==> config.mk <==
export PLATFORM = sky130hd
export DESIGN_NAME = serial_addsub
export DESIGN_NICKNAME = d
export VERILOG_FILES = /design/src/rtl/serial_addsub.sv
export SDC_FILE = /design/constraint.sdc
export NUM_CORES = 1
export LEC_CHECK = 0
export ABC_AREA = 1
export CAP_MARGIN = 20
export CORE_MARGIN = 1
export CORE_UTILIZATION = 56
export DETAILED_ROUTE_END_ITERATION = 16
export GPL_TIMING_DRIVEN = 0
export PLACE_DENSITY = 0.84
export SYNTH_ARGS = -nofsm -noshare
export SYNTH_HDL_FRONTEND = slang
export SYNTH_SLANG_ARGS = --single-unit
export TNS_END_PERCENT = 1
==> constraint.sdc <==
create_clock -name clk -period 2.2 [get_ports clk]
set_clock_uncertainty 0.15 [all_clocks]
set_input_delay 0.33 -clock clk [delete_from_list [all_inputs] [get_ports clk]]
set_output_delay 0.33 -clock clk [all_outputs]
set_load 0.02 [all_outputs]
==> src/rtl/serial_addsub.sv <==
// ---------------------------------------------------------------------------
// serial_addsub
//
// Bit-serial adder/subtractor. A single full-adder cell and a carry flop walk
// through two WIDTH-bit operands LSB-first, one bit per clock, so a result is
// produced WIDTH clocks after the operands are accepted. Subtraction is done
// as a + ~b + 1, which makes cout a "no borrow" flag in that mode.
//
// Parameters
//   WIDTH     operand/result width in bits (2..64)
//
// Ports
//   clk       rising-edge clock
//   rst_n     asynchronous active-low reset
//   start     request, only looked at while busy=0
//   sub       0: a+b+cin, 1: a-b (cin ignored); captured with start
//   a, b      operands, captured on an accepted start
//   cin       carry-in for add mode, captured on an accepted start
//   busy      high while bits are being processed
//   done      one-cycle pulse, result valid
//   sum       result, held until the next completion
//   cout      carry-out (add) / no-borrow (sub)
//   overflow  two's-complement overflow of the result
// ---------------------------------------------------------------------------
module serial_addsub #(
    parameter int WIDTH = 8
) (
    input  logic             clk,
    input  logic             rst_n,
    input  logic             start,
    input  logic             sub,
    input  logic [WIDTH-1:0] a,
    input  logic [WIDTH-1:0] b,
    input  logic             cin,
    output logic             busy,
    output logic             done,
    output logic [WIDTH-1:0] sum,
    output logic             cout,
    output logic             overflow
);

    localparam int CNT_W = $clog2(WIDTH + 1);

    typedef enum logic {
        IDLE,
        RUN
    } state_t;

    state_t state;
    state_t state_next;

    logic [WIDTH-1:0] a_sr;
    logic [WIDTH-1:0] b_sr;
    logic [WIDTH-1:0] res_sr;
    logic             carry;
    logic [CNT_W-1:0] cnt;

    logic             load;
    logic             step;
    logic             last;
    logic             bit_sum;
    logic             bit_carry;

    // The one full-adder cell, always looking at the current LSBs and the
    // running carry. During the last bit, 'carry' is the carry into the MSB
    // and 'bit_carry' is the carry out of it, which is what overflow needs.
    assign bit_sum   = a_sr[0] ^ b_sr[0] ^ carry;
    assign bit_carry = (a_sr[0] & b_sr[0]) | (a_sr[0] & carry) | (b_sr[0] & carry);

    // The counter is cleared on accept and has seen WIDTH-1 bits when the
    // final bit is in the adder cell.
    assign last = (cnt == CNT_W'(WIDTH - 1));

    // State register. Reset drops straight back to IDLE, aborting any
    // operation in flight.
    always_ff @(posedge clk or negedge rst_n) begin
        if (!rst_n) begin
            state <= IDLE;
        end else begin
            state <= state_next;
        end
    end

    // Next-state logic. A start is only honoured in IDLE, which includes the
    // done cycle, so back-to-back operations run without a gap. RUN lasts
    // exactly WIDTH edges.
    always_comb begin
        state_next = state;
        case (state)
            IDLE: begin
                if (start) begin
                    state_next = RUN;
                end
            end
            RUN: begin
                if (last) begin
                    state_next = IDLE;
                end
            end
            default: state_next = IDLE;
        endcase
    end

    // Output/control decode. 'load' captures operands, 'step' advances the
    // serial datapath by one bit. busy is simply "in RUN", so it rises on
    // the accept edge and falls on the final-bit edge.
    always_comb begin
        load = 1'b0;
        step = 1'b0;
        busy = 1'b0;
        case (state)
            IDLE: load = start;
            RUN: begin
                step = 1'b1;
                busy = 1'b1;
            end
            default: ;
        endcase
    end

    // Serial datapath. Operands shift right so the next bit is always at
    // position 0; result bits enter at the MSB end so after WIDTH shifts the
    // first bit computed has reached the LSB. The visible sum/cout/overflow
    // are only written on the final bit, so they stay stable throughout RUN
    // and hold the previous result until then. done is a single-cycle pulse.
    always_ff @(posedge clk or negedge rst_n) begin
        if (!rst_n) begin
            a_sr     <= '0;
            b_sr     <= '0;
            res_sr   <= '0;
            carry    <= 1'b0;
            cnt      <= '0;
            done     <= 1'b0;
            sum      <= '0;
            cout     <= 1'b0;
            overflow <= 1'b0;
        end else begin
            done <= 1'b0;
            if (load) begin
                a_sr  <= a;
                b_sr  <= sub ? ~b : b;
                carry <= sub ? 1'b1 : cin;
                cnt   <= '0;
            end else if (step) begin
                a_sr   <= a_sr >> 1;
                b_sr   <= b_sr >> 1;
                res_sr <= {bit_sum, res_sr[WIDTH-1:1]};
                carry  <= bit_carry;
                cnt    <= cnt + CNT_W'(1);
                if (last) begin
                    sum      <= {bit_sum, res_sr[WIDTH-1:1]};
                    cout     <= bit_carry;
                    overflow <= carry ^ bit_carry;
                    done     <= 1'b1;
                end
            end
        end
    end

endmodule

[Word level (Yosys, flattened, before mapping)]
Cells that the tools add are included.
Storage, ports and cells
  register bits: 41
  output and inout bits: 12
  logic and storage cells: 44
Cells by class
  add/sub/neg operators: 1
  equality and inequality tests: 1
  muxes and demuxes: 18
  bitwise gates (word level): 11
  reduce and logical (&&, ||, !) cells: 3
Operators by type and width (number)
  two-way mux 8 bit: 5
  two-way mux 1 bit: 10
  two-way mux 4 bit: 2
  inverter 8 bit: 1
  adder 4 x 1 -> 4 bit (second input constant): 1
  == test 4 x 3 -> 1 bit (second input constant): 1
  bitwise AND 1 bit: 3
  AND reduction 3 bit: 1
  XOR 1 bit: 3
  inverter 1 bit: 2
  bitwise OR 1 bit: 2
  case mux 1 bit (2 select lines): 1
  AND reduction 2 bit: 1
  nonzero test 2 bit: 1

[Logic depth before layout (Yosys ltp)]
  depth after elaboration: 5
  mapped depth: 7
  mapped depth without buffers: 6

[Worst setup path after synthesis]
OpenSTA, ideal clock, no wires.
  path type: register to register
  start point: reg a_sr[0]
  end point: reg overflow
  data arrival time: 1.059 ns
  slack: 0.874 ns
  library setup time: 0.117 ns
  cell stages (with the launch flop): 6
  required time: 1.933 ns
  cells stage by stage: dfrtp_1 -> fa_1 -> nand2_1 -> nand2_1 -> nand2_1 -> nand2_1
Between the ends
  word-level cells in the longest chain between the ends: 4
  elaborated cells between the ends (all ways): 5
  those cells by class: bitwise (5)
RTL lines
  start: declaration: RTL line 52  | logic [WIDTH-1:0] a_sr;
  start signal: assignment: RTL line 145  | a_sr <= a_sr >> 1;
  bitwise AND 1 bit: RTL line 68  | assign bit_carry = (a_sr[0] & b_sr[0]) | (a_sr[0] & carry) | (b_sr[0] & carry);
  bitwise OR 1 bit (*) (2 in a row): RTL line 68
  named net bit_carry: RTL line 62  | logic bit_carry;
  XOR 1 bit (*): RTL line 153  | overflow <= carry ^ bit_carry;
  end signal: assignment: RTL line 153
  end: declaration: RTL line 39  | output logic overflow
The timed path passes the listed nets; every way through them passes the cells marked *.
A chain may end at the register's enable or synchronous reset.

[Final worst setup path]
  start point: reg state
  end point: out busy
Between the ends
  word-level cells in the longest chain between the ends: 1
RTL lines
  start: declaration: RTL line 49  | state_t state;
  start signal: assignment: RTL line 80  | state <= state_next;
  two-way mux 1 bit: RTL line 111  | case (state)
  end: declaration: RTL line 35  | output logic busy,
No other way between the ends.

==> qor.yml <==
cts:
  cts-root-buf: "clkbuf_4"
  cts_sinks: 40
  cts_htree_levels: 2
  tritoncts_clock_tree: "yes"
  cts-buffers-inserted: 5
  clk_transition_reported_paths_ns: 0.12
  worstSkewPairLatency_ns: 0.35
  cts_buffer_depth: 2
yosys:
  syn_area_um2: 1880
  avgSynthCellArea_um2: 7.72
  synth_top_cell_area_share: 0.533
  synth-seq-cells: 40
  synth.distinct_cells: 18
  netlist_instances: 243
  synth_area_leaders: "dfrtp_1 53%, nand2_1 28%, inv_1 4.6%, nand3_1 2.7%, a21oi_1 2.4%"
  yosys_warnings: 0
  syn-num-nets: 266
  yosys.area.top_type: "dfrtp_1"
  ys_seq_area_frac: 0.533
power_and_ir_drop:
  total_power_draw_mw: 2.87
  pwr_density_cell_nw_per_um2: 1240
  pwr-share-seq: 0.420
  power.static_leakage_nw: 1.32
  switching_power_mw: 1.10
  switching_fraction: 0.382
  power.internal_mw: 1.78
  vdd_ir_drop_max_mv: 0.630
  share_comb_of_total_power: 0.416
  power.clock.fraction: 0.164
placed_design:
  gp_routability_congestion: 0.771
  port_buffer_count: 31
  detailed_place_hpwl_mm: 2.41
setup_path:
  critPathCapture: "busy"
  worst_ep_arrival_time_ns: 1.35
  startpoint_type: "register"
  worst_r2r_startpoint: "a_sr[0]"
  reg2reg_to: "overflow"
  critPathLaunch: "state"
  crit_buf_inv: 1
  critical_path.endpoint_type: "output port"
  cp.depth: 1
  kind_of_cell_adding_the_most_delay_to_the_critical_path: "buffers and inverters"
  worst-setup-path-type: "reg2out"
  crit_required_ns: 1.72
  ff2ff_path_depth: 5
  critical-path-max-stage-delay_ns: 0.61
  ordered_cell_list_for_the_critical_path: "clkdlybuf4s50_1"
  worst-path-max-fanout: 2
  reg2reg_setup_slack_ns: 0.78
  critical_path.slowest_cell: "clkdlybuf4s50_1"
cells_and_area:
  finalNetCount: 305
  synthToLayoutAreaGrowth_pct: 23.8
  antennaDiodeCount: 0
  layout-drive-gt1-share: 0.0777
  combined_flip_flop_and_latch_cell_area_um2: 1000
  most-common-layout-cells: "139 x nand2_1, 40 x dfrtp_1, 30 x clkdlybuf4s50_1"
  multi_input_area_um2: 704
  mostFrequentLayoutCell: "nand2_1"
  fillCellCount: 243
  final_core_util: 0.743
floorplanning:
  num_rows: 20
  initial_utilization: 0.600
  io_pins: 33
  core-area_um2: 3130
  die_width_um: 59.9
  die_height_um: 59.9
  die_area_um2: 3590
route:
  routed_via_density: 4.80
  detail_route.first_pass.iterations: 4
  route.antenna.remaining_nets: 0
  drc_violation_count_after_routing: 0
  drtIter0Drc: 81
  routed_wl_mm: 3.44
  wl_per_cell_um: 10.5
  num_vias: 1571
timing:
  final_number_of_setup_violating_endpoints: 0
  rsz0062_at_grt: "no"
  drv_slew: 0
  timing_worst_slew_pin_value_ns: 0.839
  timing_hold_violations_final: 0
  post-route-min-period_ns: 1.83
  final_clock_period_utilization_by_the_worst_path: 0.833
  fmax_ghz: 0.546
  max-slew-margin-rel: 0.440
grt:
  grt_first_pass_wirelength_mm: 6.11
  track_usage: 0.235
  maximum_number_of_pins_on_one_net_before_global_route_repair: 41
  grt_antenna_before_repair: 0
  globalRouteOverflowTotal: 0
  number_of_global_route_vias_before_repair: 1440
hold_path:
  hold_path.class: "in2reg"
outcome:
  status: "finished clean"
run:
  max_capacitance_violation_count: 0
==> timing repair <==
item / 4_1_cts / 5_1_grt
hold endpoints to repair: 40 / 0
setup buffers: 0 / 0
hold buffers: 1 / 0
gates resized for setup: 0 / 0
==> layout make-up <==
class | instances | area share
Tap cell | 44 | 0.0237
Inverter | 26 | 0.0452
Sequential cell | 40 | 0.431
Multi-Input combinational cell | 169 | 0.303
Buffer | 8 | 0.0285
Clock inverter | 2 | 0.0151
Clock buffer | 6 | 0.0178
Timing Repair Buffer | 32 | 0.136
==> logic make-up after synthesis <==
| logic type | after synthesis | share of synthesized area |
|---|---|---|
| AND/OR/NAND/NOR | 157 | 0.331 |
| flip-flops | 40 | 0.533 |
| AO/OA/AOI/OAI | 10 | 0.0267 |
| buffers and inverters | 34 | 0.0913 |
| adder cells (fa/ha/maj) | 2 | 0.0173 |
==> cell usage after synthesis <==
master,count
nand2_1,139
dfrtp_1,40
inv_1,23
nand3_1,10
a21oi_1,9
nor2_1,4
buf_4,3
buf_6,3
buf_2,2
nand2_2,2
clkinv_1,1
fa_1,1
ha_1,1
inv_4,1
inv_6,1
nand2_4,1
nor2_4,1
o21ai_0,1
==> per-layer routing <==
| metal | up-vias | global-route usage | share of wire |
|---|---|---|---|
| met5 | - | 0 | 0 |
| met4 | 0 | 0.0797 | 0.018 |
| met3 | 7 | 0.0606 | 0.054 |
| met2 | 42 | 0.400 | 0.50 |
| met1 | 721 | 0.288 | 0.43 |
| li1 | 801 | - | - |
==> per-stage QoR <==
step,std cells,hold WS (ns),TNS (ns),cell area (um2),setup slack [ns]
2_1_floorplan,243,-0.116,0,1880,0.874
3_5_place_dp,318,0.306,0,2240,0.619
5_1_grt,327,0.215,0,2320,0.315
4_1_cts,327,0.177,0,2320,0.363
3_3_place_gp,318,0.303,-11.46,2240,-0.288
6_report,327,0.174,0,2320,0.368
==> worst min-delay path, delay by kind of cell <==
| family | cells | cell delay (ns) |
|---|---|---|
| buf+inv | 1 | 0.14 |
| simple gates | 3 | 0.18 |
==> worst min path at each step <==
| stage | start | to | depth (start not counted) |
|---|---|---|---|
| after floorplan | rst_n | a_sr[0] | 0 |
| after global placement | overflow | overflow | 2 |
| after detailed placement | res_sr[1] | sum[0] | 2 |
| after CTS | sub | b_sr[7] | 4 |
| after global routing | sub | b_sr[7] | 4 |
| final | sub | b_sr[7] | 4 |
==> power by group through the flow <==
stage / clock network (mW) / logic [mW] / registers (mW)
after floorplan: 0 / 0.692 / 1.31
after global placement: 0 / 1.16 / 1.21
after detailed placement: 0 / 1.20 / 1.22
after CTS: 0.477 / 1.21 / 1.21
after global routing: 0.519 / 1.35 / 1.25
final: 0.472 / 1.19 / 1.21
==> state kept, by name, indices dropped and copies added, names as in the netlist <==
signal	cells
sum	8
overflow	1
carry	1
cout	1
res_sr	7
b_sr	8
a_sr	8
cnt	4
state	1
done	1
Note: power is estimated with default switching activity, not from simulation.
